## src/rtl/memory_bus_controller.sv

```systemverilog
// Memory bus controller: runs one fetch/load/store per request against a
// variable-latency memory with a ready handshake, with a wait-state timeout.
module memory_bus_controller #(
  parameter int unsigned ADDR_W  = 16,
  parameter int unsigned DATA_W  = 32,
  parameter int unsigned TIMEOUT = 15
) (
  input  logic              clk,
  input  logic              reset,
  input  logic              req_valid,
  output logic              req_ready,
  input  logic              sel_add_bus,
  input  logic              write_en,
  input  logic [ADDR_W-1:0] address_add_bus_out,
  input  logic [DATA_W-1:0] store_data,
  output logic [ADDR_W-1:0] mem_addr,
  output logic [DATA_W-1:0] mem_wdata,
  output logic              mem_rd,
  output logic              mem_wr,
  input  logic              mem_ready,
  input  logic [DATA_W-1:0] mem_rdata,
  output logic [DATA_W-1:0] instr_out,
  output logic              instr_valid,
  output logic [DATA_W-1:0] load_data,
  output logic              load_valid,
  output logic              store_done,
  output logic              bus_error,
  output logic              stall
);

  localparam int unsigned CntW = (TIMEOUT < 2) ? 1 : $clog2(TIMEOUT + 1);
  // Counter value during the last permitted not-ready cycle.
  localparam logic [CntW-1:0] LastWait = (TIMEOUT == 0) ? '0 : CntW'(TIMEOUT - 1);

  typedef enum logic [1:0] {StIdle, StAccess, StResp} state_e;
  typedef enum logic [1:0] {KindFetch, KindLoad, KindStore} kind_e;

  state_e            state_q;
  kind_e             kind_q;
  logic [CntW-1:0]   wait_cnt_q;
  logic [ADDR_W-1:0] mem_addr_q;
  logic [DATA_W-1:0] mem_wdata_q;
  logic              mem_rd_q, mem_wr_q;
  logic [DATA_W-1:0] instr_q, load_q;
  logic              instr_valid_q, load_valid_q, store_done_q, bus_error_q;

  // Single FSM: latches the request, holds strobes until ready or timeout,
  // then emits one response pulse.
  always_ff @(posedge clk) begin
    if (reset) begin
      state_q       <= StIdle;
      kind_q        <= KindFetch;
      wait_cnt_q    <= '0;
      mem_addr_q    <= '0;
      mem_wdata_q   <= '0;
      mem_rd_q      <= 1'b0;
      mem_wr_q      <= 1'b0;
      instr_q       <= '0;
      load_q        <= '0;
      instr_valid_q <= 1'b0;
      load_valid_q  <= 1'b0;
      store_done_q  <= 1'b0;
      bus_error_q   <= 1'b0;
    end else begin
      instr_valid_q <= 1'b0;
      load_valid_q  <= 1'b0;
      store_done_q  <= 1'b0;
      bus_error_q   <= 1'b0;
      unique case (state_q)
        StIdle: begin
          if (req_valid) begin
            mem_addr_q  <= address_add_bus_out;
            mem_wdata_q <= store_data;
            wait_cnt_q  <= '0;
            if (!sel_add_bus) begin
              kind_q   <= KindFetch;
              mem_rd_q <= 1'b1;
            end else if (!write_en) begin
              kind_q   <= KindLoad;
              mem_rd_q <= 1'b1;
            end else begin
              kind_q   <= KindStore;
              mem_wr_q <= 1'b1;
            end
            state_q <= StAccess;
          end
        end
        StAccess: begin
          if (mem_ready) begin
            unique case (kind_q)
              KindFetch: begin
                instr_q       <= mem_rdata;
                instr_valid_q <= 1'b1;
              end
              KindLoad: begin
                load_q       <= mem_rdata;
                load_valid_q <= 1'b1;
              end
              default: store_done_q <= 1'b1;
            endcase
            mem_rd_q <= 1'b0;
            mem_wr_q <= 1'b0;
            state_q  <= StResp;
          end else if ((TIMEOUT != 0) && (wait_cnt_q == LastWait)) begin
            bus_error_q <= 1'b1;
            mem_rd_q    <= 1'b0;
            mem_wr_q    <= 1'b0;
            state_q     <= StResp;
          end else begin
            wait_cnt_q <= wait_cnt_q + 1'b1;
          end
        end
        StResp: begin
          wait_cnt_q <= '0;
          state_q    <= StIdle;
        end
        default: state_q <= StIdle;
      endcase
    end
  end

  // Outputs straight from registers; only ready/stall decode the state.
  always_comb begin
    req_ready   = (state_q == StIdle) && !reset;
    stall       = (state_q != StIdle);
    mem_addr    = mem_addr_q;
    mem_wdata   = mem_wdata_q;
    mem_rd      = mem_rd_q;
    mem_wr      = mem_wr_q;
    instr_out   = instr_q;
    load_data   = load_q;
    instr_valid = instr_valid_q;
    load_valid  = load_valid_q;
    store_done  = store_done_q;
    bus_error   = bus_error_q;
  end

endmodule

```

## config.mk

```make
export PLATFORM = sky130hd
export DESIGN_NAME = memory_bus_controller
export DESIGN_NICKNAME = d
export VERILOG_FILES = /design/src/rtl/memory_bus_controller.sv
export SDC_FILE = /design/constraint.sdc
export NUM_CORES = 1
export LEC_CHECK = 0
export BUFFER_PORTS_ARGS = -buffer_cell sky130_fd_sc_hd__buf_2
export CAP_MARGIN = 20
export CORE_MARGIN = 8
export CORE_UTILIZATION = 47
export DETAILED_ROUTE_END_ITERATION = 10
export PLACE_DENSITY = 0.9
export SLEW_MARGIN = 20
export SYNTH_ARGS = -nofsm -noshare
export SYNTH_HDL_FRONTEND = slang
export SYNTH_SLANG_ARGS = --single-unit
```

## constraint.sdc

```tcl
create_clock -name clk -period 1.75 [get_ports clk]
set_input_delay 0.0875 -clock clk [delete_from_list [all_inputs] [get_ports clk]]
set_output_delay 0.0875 -clock clk [all_outputs]
set_load 0.02 [all_outputs]
```

==> results of run 1 <==
cells in the final DEF, fill, tap and decap left out, types with 2 or more instances in the layout:
master           n
nor2_1           4
o21ai_1         42
nor3_1           6
o21ai_0         23
diode_2          2
nand3_1         68
dfxtp_1        125
mux2i_1          2
buf_4            9
clkinvlp_4       3
nand3b_1         3
dlygate4sd3_1   87
clkinv_2         4
nand2_1        100
a21oi_1        115
clkbuf_16       16
buf_12           5
nor4b_1          2
clkbuf_1         3
a31oi_1          2
inv_1            2
buf_2          204
ha_1             2
clkbuf_8         3
a22o_1           2
clkinv_4         2
final cells by class:
type,instances,area share [%]
Sequential cell,126,34.98
Timing Repair Buffer,306,28.70
Multi-Input combinational cell,383,26.26
Clock buffer,22,6.278
Tap cell,133,2.307
Clock inverter,10,1.249
Inverter,3,0.1561
Antenna cell,2,0.06937
through the flow:
step	cells	util, %	hold WS, ns
final	985	74.50	0.3818
after global routing	984	74.47	0.3583
after global placement	862	59.63	0.3283
after floorplan	567	-	0.2235
after detailed placement	862	59.63	0.3337
after CTS	981	74.22	0.3413
critical path, stage by stage (launching register included):
cell	delay [ns]
dfxtp_1	0.47
nand2b_2	0.29
nand4b_1	0.11
dlygate4sd3_1	0.56
a21oi_1	0.12
cell families after synthesis:
group           synth area share, %
mux                          0.4304
buf+inv                       5.352
fa+ha+maj                    0.5378
flops                         54.22
compound gates                20.55
simple gates                  18.91
final timing paths:
path	end	slack, ns	cells after the start
setup / recovery	mem_rd	0.14	4
hold reg to reg	mem_addr[2]	0.45	2
hold / removal	mem_addr[2]	0.38	4
setup reg to reg	mem_rd	0.14	4
routing by layer:
metal,up-vias,track usage (%),routed length [um]
li1,2498,-,-
met1,2426,26.62,6285
met2,300,41.63,8226
met3,41,9.588,1849
met4,0,10.68,451
met5,-,0,0
timing repair:
| action | CTS | global route |
|---|---|---|
| hold buffers | 87 | 0 |
| setup buffers | 0 | 2 |
| hold endpoints to repair | 119 | 0 |
| setup endpoints to repair | 0 | 2 |
| gates resized for setup | 0 | 2 |
sequential cells by signal, summed over array words and instances (netlist names), 2 cells and up:
register	count
mem_wdata	32
state_q	2
instr_out	32
mem_addr	16
kind_q	2
load_data	32
wait_cnt_q	4
power groups by stage:
stage	logic, uW	clock network, uW	registers (uW)
CTS	923	3220	3040
detailed placement	767	0	3100
global route	1030	3370	3060
finish	956	3160	3040
floorplan	326	0	3220
global placement	757	0	3090
==> implementation parameters, run 1 <==
Parameter                              Value

Status
  Outcome ... finished, final reports clean

Worst setup path
  Required time at the worst-slack endpoint ... between 2 and 2.5 ns
  Crit path kind ... register to register
  Category of the worst setup path launch point ... register
  Largest fanout on the critical path ... 10
  Launching point of the worst reg2reg path ... state_q[1]
  Crit path capture type ... register
  Data arrival time of the worst path ... 2.04 ns
  Launching instance or port of the critical path ... state_q[1]

Min path
  Class of the tightest hold or removal check ... input pin to register
  Min-delay src ... address_add_bus_out[2]

GRT
  Grt total ovfl ... 0
  Antenna violations before repair ... 1
  Global-route wire length before repair ... 25.99 mm
  Global-route usage over all layers ... 24.53%
  Pin count of the biggest net entering global routing ... 67
  Via count of the first global-routing pass ... 5,219

CTS
  Clock-pin transition on the worst setup and hold timing paths ... ~0.060 ns
  # clock sinks ... between 100 and 150
  Root buf cell ... clkbuf_8
  Count of H-tree levels built during CTS ... 4
  Clock insertion delay at the later pin of the skew report ... 0.50 ns
  Deepest clock path buffer count ... 2
  Clock tree from TritonCTS ... done
  Number of CTS-inserted buffers ... 17

Logic synthesis
  Count of state elements after synthesis ... ~130
  Most used DFF post-synth ... dfxtp_1
  Share of the synthesized area in the top cell type ... 54.22%
  Commonest cells post-synth ... dfxtp_1 (126), a21oi_1 (115), nand2_1 (100)
  Async set or reset register ratio after synthesis ... 0%
  Syn_nets ... around 660
  Leading post-synthesis cells by cell area ... dfxtp_1 (54%), a21oi_1 (12%), nand2_1 (8.1%)
  Synthesized instance count ... roughly 570
  Post-synth EDFFs ... 0
  Yosys Warn Count ... 0
  Mean instance size in the synthesized netlist ... ~8.2 um2
  Largest area contributor in the netlist ... dfxtp_1
  Cell area after technology mapping ... about 4700 um2
  Sequential cell area fraction in the yosys report ... a little over half
  Yosys cell types ... 31
  Most used standard cell by instance count after synthesis ... dfxtp_1

Place
  Routability cong. ... 0.7531
  Standard cell area after detailed placement ... 5774 um2
  Number of port buffers ... 205
  Post-detailed-placement half-perimeter wirelength ... about 9.6 mm
  Setup WS pre-CTS ... around 0.18 ns

Timing
  Tightest Pin Transition ... between 0.4 and 0.5 ns
  Final count of pins violating max slew ... 0
  Highest achievable clock rate ... slightly above 0.6 GHz
  Final Hold Fails ... 0
  Final period demand of the worst path ... between 1.5 and 2 ns
  Setup_tns ... 0 ns
  Headroom to the max-slew limit ... 71.76%
  Setup clock skew after layout ... between 0.009 and 0.01 ns
  Unrepaired setup endpoints after global routing ... no
  Number of endpoints failing setup at the final stage ... 0
  Fin crit share ... 92.10%
  Worst Slack Setup Final ... 0.1382 ns

Power and ir drop
  Fraction of power spent switching nets ... around 26%
  Net switching power ... around 1800 uW
  Part of the total power dissipated in the clock network ... approximately 44%
  Static leakage ... around 0.0032 uW
  Max IR drop VDD ... 684.6 uV
  Portion of total power attributed to sequential cells ... approximately 43%
  Combinational share of power ... around 13%
  Overall power consumption ... ~7200 uW
  Internal power ... approximately 5300 uW
  PD cells ... 992.6 nW/um2

Floorplan
  Die Footprint ... between 10,000 and 15,000 um2
  Top-level I/O count ... 206
  FP Rows ... 36
  Floorplan Core Area ... 9684 um2
  Width of the die ... approximately 120 um
  Die extent in y ... 115.5 um
  Initial cell density of the core ... about 48%

Layout
  Final net count ... 925
  Cell area after layout ... 7214 um2
  Layout overhead on the synthesized area ... 55.08%
  Fraction of final layout cells with drive strength greater than 1 ... a little under a third
  Sequential cell area ... 2524 um2
  Number of inserted filler cells in the final layout ... 656
  Area of the multi-input gates ... 1894 um2

Route
  DR vias ... 5,265
  Vias per cell ... between 5 and 6
  Number of antenna-violating nets in the routed design ... 0
  Number of remaining DRC errors ... 0
  Count of routing violations after the opening detailed-route iteration ... between 600 and 700
  Routed wire length ... approximately 17 mm
  First-pass iteration count of the detailed router ... 6
  WL per Instance ... approximately 17 um

Flow run
  Max-cap violation count ... 0
Power figures use the tool's default switching activity.
==> run 2, diff against run 1 <==
==> constraint.sdc (replaced) <==
create_clock -name clk -period 1.75 [get_ports clk]
set_input_delay 0.0875 -clock clk [delete_from_list [all_inputs] [get_ports clk]]
set_output_delay 0.0875 -clock clk [all_outputs]
set_load 0.005 [all_outputs]
==> implementation parameters, run 2 (synthesized netlist as in run 1, its figures left out) <==
Parameter                              Value

Route
  Number of antenna-violating nets in the routed design ... 0
  Routed wire length ... 16.08 mm
  First-pass iteration count of the detailed router ... 6
  Count of routing violations after the opening detailed-route iteration ... around 550
  Vias per cell ... between 5 and 6
  WL per Instance ... about 16 um
  DR vias ... around 5,200
  Number of remaining DRC errors ... 0

GRT
  Grt total ovfl ... 0
  Via count of the first global-routing pass ... 5,029
  Antenna violations before repair ... 0
  Pin count of the biggest net entering global routing ... 67
  Global-route usage over all layers ... a little under a quarter
  Global-route wire length before repair ... 25.17 mm

CTS
  Count of H-tree levels built during CTS ... 4
  Number of CTS-inserted buffers ... 17
  Clock tree from TritonCTS ... done
  Clock-pin transition on the worst setup and hold timing paths ... about 0.060 ns
  Deepest clock path buffer count ... 2
  # clock sinks ... approximately 130
  Root buf cell ... clkbuf_8
  Post-CTS setup-driven buffer insertion count ... 0
  Clock insertion delay at the later pin of the skew report ... approximately 0.50 ns
  CTS-repair resized insts ... 0

Layout
  Commonest cells after routing, fill and taps aside ... buf_2 (204), dfxtp_1 (125), a21oi_1 (115)
  Final net count ... 921
  Leading cell type in the layout, fill and taps excluded ... buf_2
  Layout overhead on the synthesized area ... 53.66%
  Fraction of final layout cells with drive strength greater than 1 ... about 30%
  Diodes inserted ... 0
  Cell area after layout ... a little over 7000 um2

Floorplan
  Initial cell density of the core ... 48.04%
  Die extent in y ... between 100 and 150 um
  Die Footprint ... ~13,000 um2
  Width of the die ... ~120 um
  Floorplan Core Area ... about 9700 um2
  Top-level I/O count ... a little over 200
  FP Rows ... 36

Place
  Routability cong. ... 0.8162
  Setup WS pre-CTS ... about 0.18 ns
  Number of port buffers ... 205
  Standard cell area after detailed placement ... 5749 um2
  Post-detailed-placement half-perimeter wirelength ... ~9.4 mm

Timing
  Setup_tns ... 0 ns
  Final period demand of the worst path ... ~1.6 ns
  Worst hold slack after final layout ... 0.3710 ns
  Worst Slack Setup Final ... approximately 0.16 ns
  Unrepaired setup endpoints after global routing ... no
  Setup clock skew after layout ... ~0.0073 ns
  Headroom to the max-slew limit ... between 50 and 60%
  Fin crit share ... between 90% and 100%
  Final count of pins violating max slew ... 0
  Number of endpoints failing setup at the final stage ... 0
  Final Hold Fails ... 0
  Tightest Pin Transition ... 0.6497 ns
  Highest achievable clock rate ... about 0.63 GHz

Status
  Outcome ... finished, final reports clean

Power and ir drop
  Static leakage ... approximately 0.0031 uW
  Max IR drop VDD ... 656.8 uV
  PD cells ... 991.7 nW/um2
  Overall power consumption ... 7089 uW

Flow run
  Max-cap violation count ... 0

Worst setup path
  Crit path kind ... register to register
  Crit path capture type ... register
  Required time at the worst-slack endpoint ... 2.14 ns
  Category of the worst setup path launch point ... register
  Largest fanout on the critical path ... 5
  Data arrival time of the worst path ... around 2.0 ns

Min path
  Class of the tightest hold or removal check ... input pin to register
-- run 2: cell types whose count changed in the layout (fill, tap and decap cells not counted), sizes merged --
cell and delta:
buf -2, clkbuf +2, clkinv -2, clkinvlp -2, diode -2, dlygate4sd3 -2, bufinv +1
-- run 2: repair_timing --
item / 4_1_cts / 5_1_grt
setup endpoints to repair: 0 / 0
hold buffers: 85 / 0
hold endpoints to repair: 120 / 0
-- run 2: stage by stage --
step	util, %	std cells
global placement	59.37	862
finish	73.81	978
floorplan	-	567
detailed placement	59.37	862
CTS	73.81	978
global route	73.81	978
-- run 2: worst paths after layout --
kind	startpoint	end	slack [ns]	cells after the start
setup / recovery	wait_cnt_q[0]	wait_cnt_q[0]	0.16	5
hold / removal	store_data[9]	mem_wdata[9]	0.37	4
setup reg to reg	wait_cnt_q[0]	wait_cnt_q[0]	0.16	5
hold reg to reg	mem_addr[2]	mem_addr[2]	0.45	2
-- run 2: worst max-delay path, cell delays in order, from the launching register on --
cell	delay (ns)
dfxtp_1	0.39
inv_1	0.07
ha_1	0.21
and3_1	0.23
o311a_1	0.36
a22o_1	0.23
-- run 2: metal layers --
layer | vias up | track usage (%) | part of all wire (%)
li1 | 2490 | - | -
met1 | 2379 | 25.87 | 38
met2 | 316 | 39.65 | 48
met3 | 23 | 10.06 | 13
met4 | 0 | 8.319 | 1.6
met5 | - | 0 | 0
-- run 2: area by class of cell --
type	count	area, um2
Clock buffer	24	460.4
Clock inverter	7	87.58
Fill cell	648	2536
Inverter	3	11.26
Multi-Input combinational cell	383	1892
Sequential cell	126	2524
Tap cell	133	166.4
Timing Repair Buffer	302	2007
-- run 2: where the power goes --
group / switching, uW / internal [uW]
Clock: 1160 / 2080
Combinational: 423 / 383
Sequential: 59.6 / 2980
Total: 1640 / 5450
